$ cat config.mk
export PLATFORM = sky130hd
export DESIGN_NAME = logic_unit_scheduler
export DESIGN_NICKNAME = d
export VERILOG_FILES = /design/src/rtl/logic_unit_scheduler.sv
export SDC_FILE = /design/constraint.sdc
export NUM_CORES = 1
export LEC_CHECK = 0
export BUFFER_PORTS_ARGS = -buffer_cell sky130_fd_sc_hd__buf_2
export CAP_MARGIN = 5
export CORE_AREA = 2 2 167 169
export CTS_BUF_LIST = sky130_fd_sc_hd__clkbuf_16
export DETAILED_ROUTE_END_ITERATION = 7
export DIE_AREA = 0 0 169 171
export SYNTH_ARGS = -nofsm -noshare
export SYNTH_HDL_FRONTEND = slang
export SYNTH_SLANG_ARGS = --single-unit
$ cat constraint.sdc
create_clock -name clk -period 5.6 [get_ports clk]
set_input_delay 0.56 -clock clk [delete_from_list [all_inputs] [get_ports clk]]
set_output_delay 0.56 -clock clk [all_outputs]
set_load 0.02 [all_outputs]
$ cat src/rtl/logic_unit_scheduler.sv
// Round-robin scheduler sharing one combinational bitwise logic unit among NUM_REQ requesters.
// One operation in flight; result returned with requester ID over a valid/ready channel.
module logic_unit_scheduler #(
   parameter  int WIDTH   = 32,
   parameter  int NUM_REQ = 4,
   localparam int IDW     = $clog2(NUM_REQ)
) (
   input  logic                     clk,
   input  logic                     rst,
   input  logic [NUM_REQ-1:0]       req_valid,
   output logic [NUM_REQ-1:0]       req_ready,
   input  logic [2*NUM_REQ-1:0]     req_op,
   input  logic [WIDTH*NUM_REQ-1:0] req_a,
   input  logic [WIDTH*NUM_REQ-1:0] req_b,
   output logic                     alu_en,
   output logic [1:0]               alu_op,
   output logic [WIDTH-1:0]         alu_a,
   output logic [WIDTH-1:0]         alu_b,
   input  logic [WIDTH-1:0]         alu_result,
   output logic                     rsp_valid,
   input  logic                     rsp_ready,
   output logic [WIDTH-1:0]         rsp_data,
   output logic [IDW-1:0]           rsp_id,
   output logic                     rsp_err,
   output logic [15:0]              op_count
);

   typedef enum logic [1:0] {IDLE, EXEC, RESP} state_t;

   localparam int            CW = IDW + 1;
   localparam logic [CW-1:0] NR = CW'(NUM_REQ);

   function automatic logic [15:0] sat_inc(input logic [15:0] v);
      return (v == 16'hFFFF) ? v : v + 16'd1;
   endfunction

   state_t             state_q, state_d;
   logic [IDW-1:0]     rr_ptr_q, rr_ptr_d;
   logic               alu_en_q, alu_en_d;
   logic [1:0]         alu_op_q, alu_op_d;
   logic [WIDTH-1:0]   alu_a_q, alu_a_d;
   logic [WIDTH-1:0]   alu_b_q, alu_b_d;
   logic               rsp_valid_q, rsp_valid_d;
   logic [WIDTH-1:0]   rsp_data_q, rsp_data_d;
   logic [IDW-1:0]     rsp_id_q, rsp_id_d;
   logic               rsp_err_q, rsp_err_d;
   logic [15:0]        op_count_q, op_count_d;

   logic               gnt_found;
   logic [IDW-1:0]     gnt_idx;
   logic [CW-1:0]      cand;
   logic [CW-1:0]      nxt_ptr;
   logic [1:0]         gnt_op;
   logic [WIDTH-1:0]   gnt_a, gnt_b;

   // Search downward so the candidate closest to rr_ptr is the last one written.
   always_comb begin
      gnt_found = 1'b0;
      gnt_idx   = '0;
      cand      = '0;
      for (int k = NUM_REQ - 1; k >= 0; k--) begin
         cand = {1'b0, rr_ptr_q} + CW'(k);
         if (cand >= NR) cand = cand - NR;
         if (req_valid[cand[IDW-1:0]]) begin
            gnt_found = 1'b1;
            gnt_idx   = cand[IDW-1:0];
         end
      end
   end

   always_comb begin
      nxt_ptr = {1'b0, gnt_idx} + CW'(1);
      if (nxt_ptr >= NR) nxt_ptr = '0;
      gnt_op = req_op[2*int'(gnt_idx) +: 2];
      gnt_a  = req_a[WIDTH*int'(gnt_idx) +: WIDTH];
      gnt_b  = req_b[WIDTH*int'(gnt_idx) +: WIDTH];
   end

   always_comb begin
      req_ready = '0;
      if (state_q == IDLE && gnt_found && !rst) req_ready[gnt_idx] = 1'b1;
   end

   always_comb begin
      state_d     = state_q;
      rr_ptr_d    = rr_ptr_q;
      alu_en_d    = alu_en_q;
      alu_op_d    = alu_op_q;
      alu_a_d     = alu_a_q;
      alu_b_d     = alu_b_q;
      rsp_valid_d = rsp_valid_q;
      rsp_data_d  = rsp_data_q;
      rsp_id_d    = rsp_id_q;
      rsp_err_d   = rsp_err_q;
      op_count_d  = op_count_q;
      case (state_q)
         IDLE: begin
            if (gnt_found) begin
               rr_ptr_d = nxt_ptr[IDW-1:0];
               rsp_id_d = gnt_idx;
               if (gnt_op == 2'b11) begin
                  state_d     = RESP;
                  rsp_valid_d = 1'b1;
                  rsp_data_d  = '0;
                  rsp_err_d   = 1'b1;
               end else begin
                  state_d  = EXEC;
                  alu_en_d = 1'b1;
                  alu_op_d = gnt_op;
                  alu_a_d  = gnt_a;
                  alu_b_d  = gnt_b;
               end
            end
         end
         EXEC: begin
            state_d     = RESP;
            rsp_data_d  = alu_result;
            rsp_err_d   = 1'b0;
            rsp_valid_d = 1'b1;
            alu_en_d    = 1'b0;
            alu_op_d    = '0;
            alu_a_d     = '0;
            alu_b_d     = '0;
         end
         RESP: begin
            if (rsp_ready) begin
               state_d     = IDLE;
               rsp_valid_d = 1'b0;
               op_count_d  = sat_inc(op_count_q);
            end
         end
         default: state_d = IDLE;
      endcase
   end

   always_ff @(posedge clk) begin
      if (rst) begin
         state_q     <= IDLE;
         rr_ptr_q    <= '0;
         alu_en_q    <= 1'b0;
         alu_op_q    <= '0;
         alu_a_q     <= '0;
         alu_b_q     <= '0;
         rsp_valid_q <= 1'b0;
         rsp_data_q  <= '0;
         rsp_id_q    <= '0;
         rsp_err_q   <= 1'b0;
         op_count_q  <= '0;
      end else begin
         state_q     <= state_d;
         rr_ptr_q    <= rr_ptr_d;
         alu_en_q    <= alu_en_d;
         alu_op_q    <= alu_op_d;
         alu_a_q     <= alu_a_d;
         alu_b_q     <= alu_b_d;
         rsp_valid_q <= rsp_valid_d;
         rsp_data_q  <= rsp_data_d;
         rsp_id_q    <= rsp_id_d;
         rsp_err_q   <= rsp_err_d;
         op_count_q  <= op_count_d;
      end
   end

   assign alu_en    = alu_en_q;
   assign alu_op    = alu_op_q;
   assign alu_a     = alu_a_q;
   assign alu_b     = alu_b_q;
   assign rsp_valid = rsp_valid_q;
   assign rsp_data  = rsp_data_q;
   assign rsp_id    = rsp_id_q;
   assign rsp_err   = rsp_err_q;
   assign op_count  = op_count_q;

endmodule

==> Word level (Yosys, flattened, before mapping) <==
Index checks and enable logic that the tools add are counted.
{ "word_totals": {"ff_bits": 123} }
{ "classes": {"n_addsub": 9, "n_lt_le_gt_ge": 11, "n_eq_ne": 8, "shifts": 3, "mux": 48, "bitwise_logic": 1, "reduce_logical": 13} }
{ "ops": {"columns": ["operator", "n"], "rows": [
  ["$shiftx 128x8->32", 2],
  ["$mux 32", 6],
  ["$pmux 32 s2", 3],
  ["$mux 2", 14],
  ["$add 16x1->16 const B", 1],
  ["$eq 16x16->1 const B", 1],
  ["$lt 2x3->1 const B", 5],
  ["$mux 1", 14],
  ["$ge 3x3->1 const B", 4],
  ["$reduce_and 3->1", 3],
  ["$bmux 1 s2", 4],
  ["$shiftx 8x4->2", 1],
  ["$sub 2x1->2 const B", 4],
  ["$add 2x1->3 const B", 2],
  ["$add 2x2->3 const B", 2],
  ["$ne 2x2->1 const B", 3],
  ["$pmux 2 s3", 1],
  ["$eq 2x2->1 const B", 2],
  ["$mux 4", 1],
  ["$pmux 1 s2", 2],
  ["$pmux 2 s2", 1],
  ["$reduce_and 2->1", 2],
  ["$reduce_and 4->1", 1],
  ["$ge 2x3->1 const B", 1],
  ["11 further kinds", 13]
]} }

==> Depth between registers and ports, before layout <==
{ "logic_depth": {"depth_word": 14, "ltp_mapped": 10, "ltp_nobuf": 8} }

==> Worst setup path before layout <==
OpenSTA, ideal clock, no wires.
{ "synth_path": {"kind": "input-to-output", "startpoint": "input port req_valid[2]", "endpoint": "output port req_ready[3]", "t_arrival_ps": 2225, "setup_slack_ps": 2815, "cell_stages": 8, "n_path_buf": 2, "cell_sequence": "nor2b_1 -> a21o_1 -> a211o_1 -> inv_2 -> buf_2 -> buf_2 -> ha_1 -> and2_1"} }
{ "synth_via": {"elab_chain_cells": 11} }
{ "synth_rtl": {"columns": ["element", "line_no", "text"], "rows": [
  ["start: declaration", "10", "input logic [NUM_REQ-1:0] req_valid,"],
  ["$bmux 1 s2", "64", "if (req_valid[cand[IDW-1:0]]) begin"],
  ["$mux 1 (not written as such)", "64", null],
  ["$mux 2 (3 in a row)", "64", null],
  ["$mux 2 *", "64", null],
  ["net gnt_idx[0]", "50", "logic [IDW-1:0] gnt_idx;"],
  ["$lt 2x3->1 (not written as such) or $ge 2x1->1 (tied branches)", "81", "if (state_q == IDLE && gnt_found && !rst) req_ready[gnt_idx] = 1'b1;"],
  ["$logic_and 1x1->1 (not written as such)", "81", null],
  ["$mux 1 (not written as such)", "81", null],
  ["$demux 1 s2 *", "81", null],
  ["$mux 4 *", "81", null],
  ["end: declaration", "11", "output logic [NUM_REQ-1:0] req_ready,"]
]} }
The timed path passes the listed nets; every way through them passes the cells marked *. The select of a mux whose other input is x is not followed.

==> Final worst setup path <==
{ "layout_path": {"startpoint": "register rr_ptr_q[0]", "endpoint": "output port req_ready[0]"} }
{ "layout_via": {"elab_chain_cells": 14} }
{ "layout_rtl": {"columns": ["element", "line_no", "text"], "rows": [
  ["start: declaration", "38", "logic [IDW-1:0] rr_ptr_q, rr_ptr_d;"],
  ["start signal: assignment", "151", "rr_ptr_q <= rr_ptr_d;"],
  ["$add 2x2->3", "62", "cand = {1'b0, rr_ptr_q} + CW'(k);"],
  ["$ge 3x3->1 or $sub 2x1->2 (tied branches)", "63", "if (cand >= NR) cand = cand - NR;"],
  ["$mux 2", "63", null],
  ["$bmux 1 s2", "64", null],
  ["$mux 1 (not written as such)", "64", null],
  ["$mux 2 (4 in a row)", "64", null],
  ["$lt 2x3->1 (not written as such) or $ge 2x1->1 (tied branches)", "81", null],
  ["$logic_and 1x1->1 (not written as such)", "81", null],
  ["$mux 1 (not written as such)", "81", null],
  ["$demux 1 s2", "81", null],
  ["$mux 4 *", "81", null]
]} }
Every way passes the cells marked *; elsewhere a longest branch is shown, timed or not. The select of a mux whose other input is x is not followed.

==> impl_metrics.yaml <==
floorplan:
  io_pins: 426
  start_util: 0.259
  dieArea_mm2: 0.0289
  die_w_um: 169
  die_h_um: 171
  core-area_mm2: 0.0273
  num_rows: 61
sta:
  finalHoldViolations: 0
  worst_hold_slack_ns: 0.378
  worst-slew-pin-transition_ns: 1.15
  period_share: 0.584
  slew_headroom: 0.234
  fmax_ghz: 0.306
  setup_viol: 0
  drv_slew: 0
  rsz0062_at_grt: "no"
  worst_slack_ns: 2.33
  skew_ns: 0.0123
  fin_tns_setup_ns: 0
  period_needed_ns: 3.27
critical_path:
  endpoint_kind: "primary output"
  crit_type: "flop to primary output"
  r2r_slack_ns: 2.44
  worstRegToRegCells: 9
  r2r-end: "alu_b[2]"
  crit_fanout: 132
  path_cells: "nand2b_1 -> a21oi_1 -> nor2_4 -> buf_12 -> inv_1 -> ha_1 -> and2_1 -> buf_2"
  path_delay_family: "buffers and inverters"
  max_stage_delay_ns: 0.61
  rr_startpoint: "rr_ptr_q[0]"
  critPathArrivalTime_ns: 2.71
  critPathLaunchType: "flop"
  cp.required_ns: 5.04
  worst_path_max_delay_cell: "buf_12"
  critPathBufInv: 3
cts:
  clkSinkCount: 123
  cts_setup_buffers: 0
  tritoncts: "done"
  cts_hold_buf: 0
  clk_pin_slew_ns: 0.07
  cts_max_level: 4
  numCtsBuffers: 17
  cts.path.max_buffers: 2
  root_buffer: "clkbuf_16"
  cts_resized: 0
  clock_latency_ns: 0.41
pwr:
  leakagePower_nw: 4.71
  powerDensity_mw_per_mm2: 515
  power_mw: 5.18
  worst_ir_drop_vdd_uv: 302
synthesis:
  netlist_instances: 819
  syn-cell-area_mm2: 0.00707
  synth.area.top_cells: "dfxtp_1, mux2i_1, nand4b_1, nand2_1, o21ai_1"
  ys_ff_latch: 123
  synth_top_area_cell: "dfxtp_1"
  synth_top_area_share: 0.349
  avgSynthCellArea_um2: 8.63
  synth_nets: 1127
  synth_warnings: 0
  ys_types: 41
  yosysSeqAreaShare: 0.349
final_layout:
  fin_area_mm2: 0.0101
  diodes: 0
  post-route-util: 0.369
  final_layout_size_suffix_gt1_frac: 0.393
  layout_commonest_cell: "buf_2"
  stdcell_count: 1561
  area_growth_pct: 42.5
  most-common-layout-cells: "buf_2, mux2i_1, nand2_1"
  nets: 1510
global_route:
  grt_pass1_wl_um: 36600
  track_usage: 0.161
  grt_pass1_vias: 6878
  grt_max_degree: 133
  overflow: 0
  grt_antenna_before_repair: 0
placement:
  placed_area_mm2: 0.00943
  place_hpwl_um: 18300
  dp_cells: 1529
  portBuffers: 425
  place_ws_ns: 1.94
  place_congestion: 0.773
worst_hold_path:
  hold_end: "rsp_data[18]"
  hold_class: "primary input to flop"
  whs_path_depth: 3
  hp-start: "alu_result[18]"
routing:
  post_drt_wl_per_cell_um: 16.0
  first_pass_iters: 4
  drcViolationCount: 0
  drt_iter0_markers: 395
  vias_per_cell: 4.71
  route.vias.total: 7348
  ant_nets: 0
  drt-total-wl_um: 25000
job:
  cap_viol_max_count: 0
status:
  status: "completed"
cells by family after synthesis:
group,count (synthesis),synth area share
AND/OR/NAND/NOR,280,0.206
multiplexers,194,0.275
AO/OA/AOI/OAI,127,0.0967
flip-flops,123,0.349
buffers and inverters,77,0.0487
XOR/XNOR,13,0.0161
adder cells (fa/ha/maj),5,0.00885
routing by layer:
metal	vias to the layer above	part of all wire	wire length [µm]	track usage
li1	3671	-	-	-
met4	0	0.018	448	0.0476
met2	294	0.50	12400	0.295
met1	3353	0.41	10400	0.184
met3	30	0.070	1750	0.0414
met5	-	0	0	0
where the power goes:
part	total [mW]	switching, mW	internal (mW)
clock	1.21	0.453	0.755
combinational	2.61	1.69	0.928
sequential	1.36	0.182	1.18
total	5.18	2.32	2.86
cell type report:
| type | instances | area [µm²] |
|---|---|---|
| clock inverter | 15 | 211 |
| clock buffer | 17 | 425 |
| sequential | 123 | 2460 |
| inverter | 6 | 25.0 |
| tap | 346 | 433 |
| fill | 2857 | 17300 |
| multi-input combinational | 619 | 4300 |
| timing repair buffer | 435 | 2210 |
state kept, by name (all words and copies together) (netlist names):
register and count:
rsp_id 2, alu_op 2, alu_en 1, alu_b 32, alu_a 32, state_q 2, rsp_valid 1, op_count 16
rr_ptr_q 2, rsp_data 32, rsp_err 1
cell usage after synthesis:
library cell and number:
mux2i_1 193, nand2_1 149, dfxtp_1 123, nand4b_1 64, o21ai_1 49, a21oi_1 44, clkbuf_1 39, nor2_1 25
o21ai_0 21, buf_2 19, nand3_1 13, xor2_1 10, buf_4 8, nor3_1 8, and2_1 6, ha_1 5
inv_1 5, buf_1 4, nor2b_1 3, xnor2_1 3, a211o_1 2, a211oi_1 2, a21o_1 2, and4_1 2
nand2b_1 2, nand4_1 2, or3_1 2, a211oi_2 1, a31oi_1 1, a32o_1 1, and3_1 1, clkbuf_2 1
inv_2 1, mux2_2 1, nand3b_1 1, nor4_1 1, o2111ai_2 1, o21a_1 1, o21bai_1 1, o22ai_1 1
or2_2 1
tightest hold or removal path: cells and delay by family:
kind | cells | cell delay [ns]
buf+inv | 1 | 0.09
compound gates | 1 | 0.05
simple gates | 1 | 0.04
worst max-delay path by stage:
stage | startpoint | to | slack (ns) | cells after the start
final | rr_ptr_q[0] | req_ready[0] | 2.33 | 8
after global placement | req_valid[2] | alu_b[2] | 2.06 | 10
after global routing | rr_ptr_q[0] | req_ready[0] | 2.13 | 8
after CTS | rr_ptr_q[0] | req_ready[0] | 2.28 | 8
after floorplan | req_valid[2] | req_ready[3] | 2.81 | 8
after detailed placement | req_valid[2] | alu_b[2] | 1.94 | 10
(Power assumes the default switching activity.)
